`config.mk`:
```
export PLATFORM = sky130hd
export DESIGN_NAME = spi_fifo_control
export DESIGN_NICKNAME = d
export VERILOG_FILES = /design/src/rtl/spi_fifo_control.sv
export SDC_FILE = /design/constraint.sdc
export NUM_CORES = 1
export LEC_CHECK = 0
export ABC_AREA = 1
export CAP_MARGIN = 30
export CORE_MARGIN = 2
export CORE_UTILIZATION = 40
export CTS_CLUSTER_SIZE = 28
export DETAILED_ROUTE_END_ITERATION = 16
export PLACE_DENSITY = 0.69
export SYNTH_ARGS = -nofsm -noshare
export SYNTH_HDL_FRONTEND = slang
export SYNTH_SLANG_ARGS = --single-unit
```
`constraint.sdc`:
```
create_clock -name clk -period 3.1 [get_ports clk]
set_input_delay 0.62 -clock clk [delete_from_list [all_inputs] [get_ports clk]]
set_output_delay 0.62 -clock clk [all_outputs]
set_load 0.02 [all_outputs]
```
`src/rtl/spi_fifo_control.sv`:
```
// spi_fifo_control: pointer, occupancy and flag controller for the SPI FIFO memory.
// Latency: pushed word poppable next cycle; popped word appears with popValid one cycle after accept.
// Backpressure: push dropped while full, pop dropped while empty, flush overrides both.
// Optional feature macro: SPI_FIFO_ERROR_FLAGS_EN adds sticky overflow/underflow flags and clearErrors.
module spi_fifo_control #(
  parameter int DATAWIDTH    = 8,
  parameter int DATADEPTH    = 1024,
  parameter int ADDRESSWIDTH = $clog2(DATADEPTH)
) (
  input  logic                    clk,
  input  logic                    reset,
  input  logic                    flush,
  input  logic                    push,
  input  logic [DATAWIDTH-1:0]    pushData,
  input  logic                    pop,
  output logic                    memWriteEn,
  output logic [DATAWIDTH-1:0]    memDataIn,
  output logic [ADDRESSWIDTH-1:0] memWriteAddress,
  output logic [ADDRESSWIDTH-1:0] memReadAddress,
  input  logic [DATAWIDTH-1:0]    memDataOut,
  output logic [DATAWIDTH-1:0]    popData,
  output logic                    popValid,
  output logic                    full,
  output logic                    empty,
  output logic [ADDRESSWIDTH:0]   count
`ifdef SPI_FIFO_ERROR_FLAGS_EN
  ,
  input  logic                    clearErrors,
  output logic                    overflow,
  output logic                    underflow
`endif
);

  localparam logic [ADDRESSWIDTH:0] DEPTH_COUNT = (ADDRESSWIDTH+1)'(DATADEPTH);

  logic [ADDRESSWIDTH-1:0] write_pointer;
  logic [ADDRESSWIDTH-1:0] read_pointer;
  logic                    push_accept;
  logic                    pop_accept;

  // Request qualification and memory drive; full/empty come from the registered count,
  // so a pop in the same cycle never frees room for a push.
  always_comb begin
    push_accept     = push & ~full & ~flush;
    pop_accept      = pop & ~empty & ~flush;
    memWriteEn      = push_accept;
    memDataIn       = pushData;
    memWriteAddress = write_pointer;
    memReadAddress  = read_pointer;
    popData         = memDataOut;
  end

  assign full  = (count == DEPTH_COUNT);
  assign empty = (count == '0);

  // Pointers, occupancy and the read-latency strobe; pointers wrap naturally.
  always_ff @(posedge clk or posedge reset) begin
    if (reset) begin
      write_pointer <= '0;
      read_pointer  <= '0;
      count         <= '0;
      popValid      <= 1'b0;
    end else if (flush) begin
      write_pointer <= '0;
      read_pointer  <= '0;
      count         <= '0;
      popValid      <= 1'b0;
    end else begin
      if (push_accept) write_pointer <= write_pointer + ADDRESSWIDTH'(1);
      if (pop_accept)  read_pointer  <= read_pointer + ADDRESSWIDTH'(1);
      if (push_accept && !pop_accept)
        count <= count + (ADDRESSWIDTH+1)'(1);
      else if (pop_accept && !push_accept)
        count <= count - (ADDRESSWIDTH+1)'(1);
      popValid <= pop_accept;
    end
  end

`ifdef SPI_FIFO_ERROR_FLAGS_EN
  // Sticky error flags; a new error event wins over clearErrors, flush leaves them alone.
  always_ff @(posedge clk or posedge reset) begin
    if (reset) begin
      overflow  <= 1'b0;
      underflow <= 1'b0;
    end else begin
      if (push && full && !flush)      overflow <= 1'b1;
      else if (clearErrors)            overflow <= 1'b0;
      if (pop && empty && !flush)      underflow <= 1'b1;
      else if (clearErrors)            underflow <= 1'b0;
    end
  end
`endif

endmodule
```
==> results.yml, run 1 <==
sta:
  worstMarginPinSlew_ns: 0.461
  hold-worst-slack_ns: 0.557
  clock_skew_ns: 0.00884
  layout_min_cycle_time_ns: 2.82
  slew_violations: 0
  max_slew_margin_pct: 69.0
  rsz0062_at_grt: "no"
  finalSetupViolations: 0
  timing.fmax_mhz: 354
  setup_tns_ns: 0
  fin_crit_sh_pct: 91.1
  finalHoldViolations: 0
power_and_ir_drop:
  p_leak_nw: 1.24
  p_per_area_mw_per_mm2: 747
  ir_drop_uv: 441
critical_path:
  arrival_ns: 2.20
  path_buf_inv: 4
  crit_path_max_incr_delay_ns: 0.62
  critPathMostFrequentCell: "clkdlybuf4s50_1"
  crit_chain: "clkdlybuf4s50_1 -> bufinv_16 -> nand3_1 -> inv_1 -> clkdlybuf4s50_1"
  worst-path-max-fanout: 9
  cp.required_ns: 2.48
  path_class: "in -> out"
  cp_slowest_cell: "clkdlybuf4s50_1"
  crit_family: "buffers and inverters"
  end_kind: "output port"
  start_kind: "input port"
detailed_routing:
  final_antenna_net_count: 0
  via_per_inst: 5.09
  drt_iter0_markers: 109
  wl_per_cell_microns: 13.3
  vias: 1980
  drc: 0
  firstDrtPassIters: 4
  drt_wl_total_microns: 5180
cts:
  cts_tree: "done"
  clk_path_buf_depth: 2
  htree_levels: 2
  cts_setup_buffers: 0
  cts-root-buf: "clkbuf_8"
  cts_buffers: 5
  clk_pin_slew_ns: 0.07
  cts_sinks: 32
  clk_latency_ns: 0.29
finish:
  synthToLayoutAreaGrowth_pct: 23.7
  layout_commonest_cell: "nand2_1"
  antennaDiodeCount: 0
  mostFrequentLayoutCells: "nand2_1, clkdlybuf4s50_1, dfrtp_1, inv_1, nand3_1"
  finalNetCount: 352
  drive_gt1_share_pct: 8.15
synthesis:
  syn_inst: 285
  yosys.area_share.simple_pct: 29.0
  synth_xor_area_share_pct: 3.59
  syn_area_sq_mm: 0.00219
  synthAdderAreaFrac_pct: 7.76
  synth_area_leaders: "dfrtp_1, nand2_1, ha_1"
  synthMuxAreaShare_pct: 0
  netlist.area_leader.share_pct: 36.5
  yosys.area.top_type: "dfrtp_1"
  synth_compound_area_share_pct: 10.7
  synth_cell_type_count: 28
  yosysWarnings: 0
  ys_seq_elements: 32
  synth_top_family_by_area: "simple AND/OR/NAND/NOR gates"
  syn_nets: 319
  ys_seq_area_share_pct: 36.5
  syn_avg_cell_area_sq_um: 7.70
die:
  core_sq_mm: 0.00520
  start_util_pct: 42.1
  core.rowCount: 26
  die_area_sq_mm: 0.00609
  die_h_microns: 78.1
  io_pins: 72
  fp.dieW_microns: 78.1
global_routing:
  grt_pass1_vias: 1861
  use_met1_pct: 23.3
  grt_pass1_wl_microns: 8560
  overflow: 0
  track_usage_pct: 17.7
  grt_max_degree: 33
  grt_util_met2_pct: 28.3
  gr-max-usage-layer: "met2"
  grt_use_met3_pct: 4.71
  antenna_found_initial: 0
place:
  gp_congestion: 0.909
  dp_hpwl_microns: 3910
  io_buffers: 39
hold_path:
  hold_path_class: "reg -> reg"
run_status:
  status: "completed"
job:
  drv_cap: 0
## final timing paths
path | start | endpoint | slack (ns) | depth (start not counted)
worst max-delay path | flush | memWriteEn | 0.28 | 5
worst min register to register | memReadAddress[4] | memReadAddress[4] | 0.56 | 1
max in group asynchronous | reset | memWriteAddress[1] | 2.07 | 3
min in group asynchronous | reset | popValid | 0.72 | 3
worst max register to register | count[0] | count[10] | 0.47 | 14
worst min-delay path | memReadAddress[4] | memReadAddress[4] | 0.56 | 1
## metrics by stage
step	std cells	power [W]	setup slack, ns	utilization (%)	cell area, sq um
2_1_floorplan	285	0.00132	0.599	-	2190
5_1_grt	389	0.00219	0.115	52.1	2710
3_3_place_gp	381	0.00160	0.0129	49.4	2570
4_1_cts	389	0.00201	0.270	51.5	2680
6_report	389	0.00203	0.276	52.1	2710
3_5_place_dp	381	0.00161	-0.00233	49.4	2570
## worst register-to-register path: cells and delay by family, from the launching register on
kind | cells | cell delay, ns
and+or+nand+nor | 11 | 1.25
AOI/OAI and AO/OA | 2 | 0.34
DFF | 1 | 0.49
adders and majority gates | 1 | 0.43
## cell usage after synthesis, drive strengths merged
cell type,instances
nor2,22
xnor2,3
dfrtp,32
a31oi,1
xor2,6
inv,29
nand2,65
nor3,15
o21a,1
nor4,3
a21o,2
buf,17
nand3b,1
clkbuf,1
fa,1
nand3,26
ha,12
nand4,6
bufinv,1
o21ai,24
a21oi,17
## power by group
| part | switching [W] | internal [W] | leakage [nW] |
|---|---|---|---|
| Sequential | 0.000114 | 0.000489 | 0.431 |
| Combinational | 0.000576 | 0.000452 | 0.751 |
| Clock | 0.000158 | 0.000238 | 0.0552 |
## cell type report
class | count | area [sq um]
clock inverter | 2 | 35.0
sequential | 32 | 801
inverter | 30 | 139
clock buffer | 6 | 72.6
multi-input combinational | 205 | 1150
timing repair buffer | 44 | 428
fill | 499 | 2490
tap | 70 | 87.6
## flip-flops by register name, summed over array words and instances, names as in the netlist
signal           cells
popValid             1
memReadAddress      10
count               11
memWriteAddress     10
## timing repair
action / in CTS / in global routing
gates resized for setup: 0 / 3
endpoints found under the setup margin: 0 / 2
hold buffers: 0 / 0
## layer usage
metal	routed length, microns	vias up	part of all wire, %
met1	2440	922	47
met4	52	0	1.0
met3	221	8	4.3
met5	0	-	0
li1	-	1006	-
met2	2470	44	48
## cell families after synthesis
family          Yosys count
compound gates           45
xor+xnor                  9
fa+ha+maj                13
buf+inv                  48
flops                    32
simple gates            138
(Power assumes the default switching activity.)
==> run 2, diff against run 1 <==
--- a/config.mk
+++ b/config.mk
@@ -6,7 +6,6 @@
 export NUM_CORES = 1
 export LEC_CHECK = 0
 export ABC_AREA = 1
-export CAP_MARGIN = 30
 export CORE_MARGIN = 2
 export CORE_UTILIZATION = 40
 export CTS_CLUSTER_SIZE = 28
==> results of run 2 <==
Final layout, timing and power as in run 1 (identical DEF).
==> run 3, diff against run 2 <==
--- a/config.mk
+++ b/config.mk
@@ -11,6 +11,7 @@
 export CTS_CLUSTER_SIZE = 28
 export DETAILED_ROUTE_END_ITERATION = 16
 export PLACE_DENSITY = 0.69
+export REMOVE_ABC_BUFFERS = 1
 export SYNTH_ARGS = -nofsm -noshare
 export SYNTH_HDL_FRONTEND = slang
 export SYNTH_SLANG_ARGS = --single-unit
==> results.yml, run 3 (synthesis gave the netlist of run 1 again) <==
run_status:
  status: "completed"
finish:
  nFillCells: 515
  finalNetCount: 353
  largest_reg_flops: 11
  synthToLayoutAreaGrowth_pct: 22.6
  largest_register: "count"
  layout_commonest_cell: "nand2_1"
  instances_no_fill: 390
  drive_gt1_share_pct: 7.81
  utilization_pct: 51.7
  mostFrequentLayoutCells: "nand2_1, clkdlybuf4s50_1, dfrtp_1, inv_1, nand3_1"
  antennaDiodeCount: 0
die:
  core.rowCount: 26
  start_util_pct: 42.1
  die_area_sq_mm: 0.00609
  fp.dieW_microns: 78.1
  core_sq_mm: 0.00520
  die_h_microns: 78.1
  io_pins: 72
sta:
  finalHoldViolations: 0
  setup_tns_ns: 0
  max_slew_margin_pct: 71.6
  finalSetupViolations: 0
  worstMarginPinSlew_ns: 0.422
  timing.fmax_mhz: 355
  layout_min_cycle_time_ns: 2.82
  clock_skew_ns: 0.0130
  fin_crit_sh_pct: 90.9
  slew_violations: 0
  rsz0062_at_grt: "no"
  setup_ws_ns: 0.281
global_routing:
  grt_util_met2_pct: 28.6
  gr-max-usage-layer: "met2"
  grt_use_met3_pct: 7.01
  grt_pass1_wl_microns: 8830
  track_usage_pct: 18.4
  grt_pass1_vias: 1847
  grt_max_degree: 33
  overflow: 0
  antenna_found_initial: 0
  use_met1_pct: 23.5
hold_path:
  hold_path_class: "reg -> reg"
  hold_end: "count[3]"
  hold_depth: 2
  hp-start: "count[3]"
detailed_routing:
  drc: 0
  final_antenna_net_count: 0
  drt_iter0_markers: 93
  wl_per_cell_microns: 13.4
  vias: 1996
  firstDrtPassIters: 5
  via_per_inst: 5.12
  drt_wl_total_microns: 5240
cts:
  clk_latency_ns: 0.29
  htree_levels: 2
  clk_path_buf_depth: 2
  cts_tree: "done"
  ctsHoldBuffers: 0
  clk_pin_slew_ns: 0.06
  cts_setup_buffers: 0
  cts_sinks: 32
  ctsResizeCount: 0
  cts-root-buf: "clkbuf_8"
  cts_buffers: 5
place:
  io_buffers: 39
  gp_congestion: 0.916
  dp_hpwl_microns: 3970
  place_inst: 382
  pre_cts_slack_ns: 0.0240
critical_path:
  cp-startpoint: "flush"
  end_kind: "output port"
  r2r-start: "count[7]"
  arrival_ns: 2.20
  path_class: "in -> out"
  cp.required_ns: 2.48
  start_kind: "input port"
  reg2reg_to: "count[9]"
  worst-path-max-fanout: 8
  r2r.worst_path.cells: 14
  r2r_setup_slack_ns: 0.36
job:
  drv_cap: 0
power_and_ir_drop:
  p_per_area_mw_per_mm2: 744
  ir_drop_uv: 452
  p_leak_nw: 1.24
## run 3: cell count changes in the layout (fill, tap and decap cells not counted)
| cell | before | now |
|---|---|---|
| buf_4 | 5 | 6 |
| ha_1 | 10 | 12 |
| ha_4 | 2 | 0 |
| nand3_2 | 0 | 1 |
| nand3_4 | 1 | 0 |
## run 3: worst max-delay path by stage
stage / endpoint / cells past startpoint / slack (ns)
2_1_floorplan: count[10] / 14 / 0.60
3_3_place_gp: count[6] / 10 / 0.1
3_5_place_dp: count[9] / 12 / 0.02
4_1_cts: memWriteEn / 5 / 0.27
5_1_grt: count[6] / 12 / 0.03
6_report: memWriteEn / 5 / 0.28
## run 3: power by group
part           total [W]  switching, W  internal [W]
sequential      0.000590      0.000101      0.000489
combinational    0.00101      0.000578      0.000435
clock           0.000397      0.000158      0.000238
## run 3: through the flow
stage / hold slack, ns / cell area (sq um) / power, W
final: 0.570 / 2690 / 0.00200
after global routing: 0.613 / 2690 / 0.00217
after CTS: 0.573 / 2690 / 0.00201
after detailed placement: 0.552 / 2580 / 0.00160
after global placement: 0.539 / 2580 / 0.00160
after floorplan: 0.622 / 2060 / 0.00128
## run 3: per-layer routing
| metal | vias to the layer above | routed length (microns) | share of wire (%) |
|---|---|---|---|
| met5 | - | 0 | 0 |
| met4 | 0 | 61 | 1.2 |
| met3 | 6 | 362 | 6.9 |
| met2 | 65 | 2380 | 45 |
| met1 | 922 | 2430 | 46 |
| li1 | 1003 | - | - |
## run 3: final cells by class
class / instances / area [sq um] / share of cell area [%]
multi-input cells: 205 / 1120 / 41.6
flip-flops and latches: 32 / 801 / 29.8
repair buffers: 45 / 435 / 16.2
inverters: 30 / 139 / 5.17
well taps: 70 / 87.6 / 3.26
clock buffers: 6 / 72.6 / 2.70
clock inverters: 2 / 35.0 / 1.30
## run 3: worst max-delay path, cell delays in order
cell             delay (ns)
clkdlybuf4s50_1        0.45
bufinv_16              0.23
nand3_1                0.13
inv_1                  0.14
clkdlybuf4s50_1        0.62
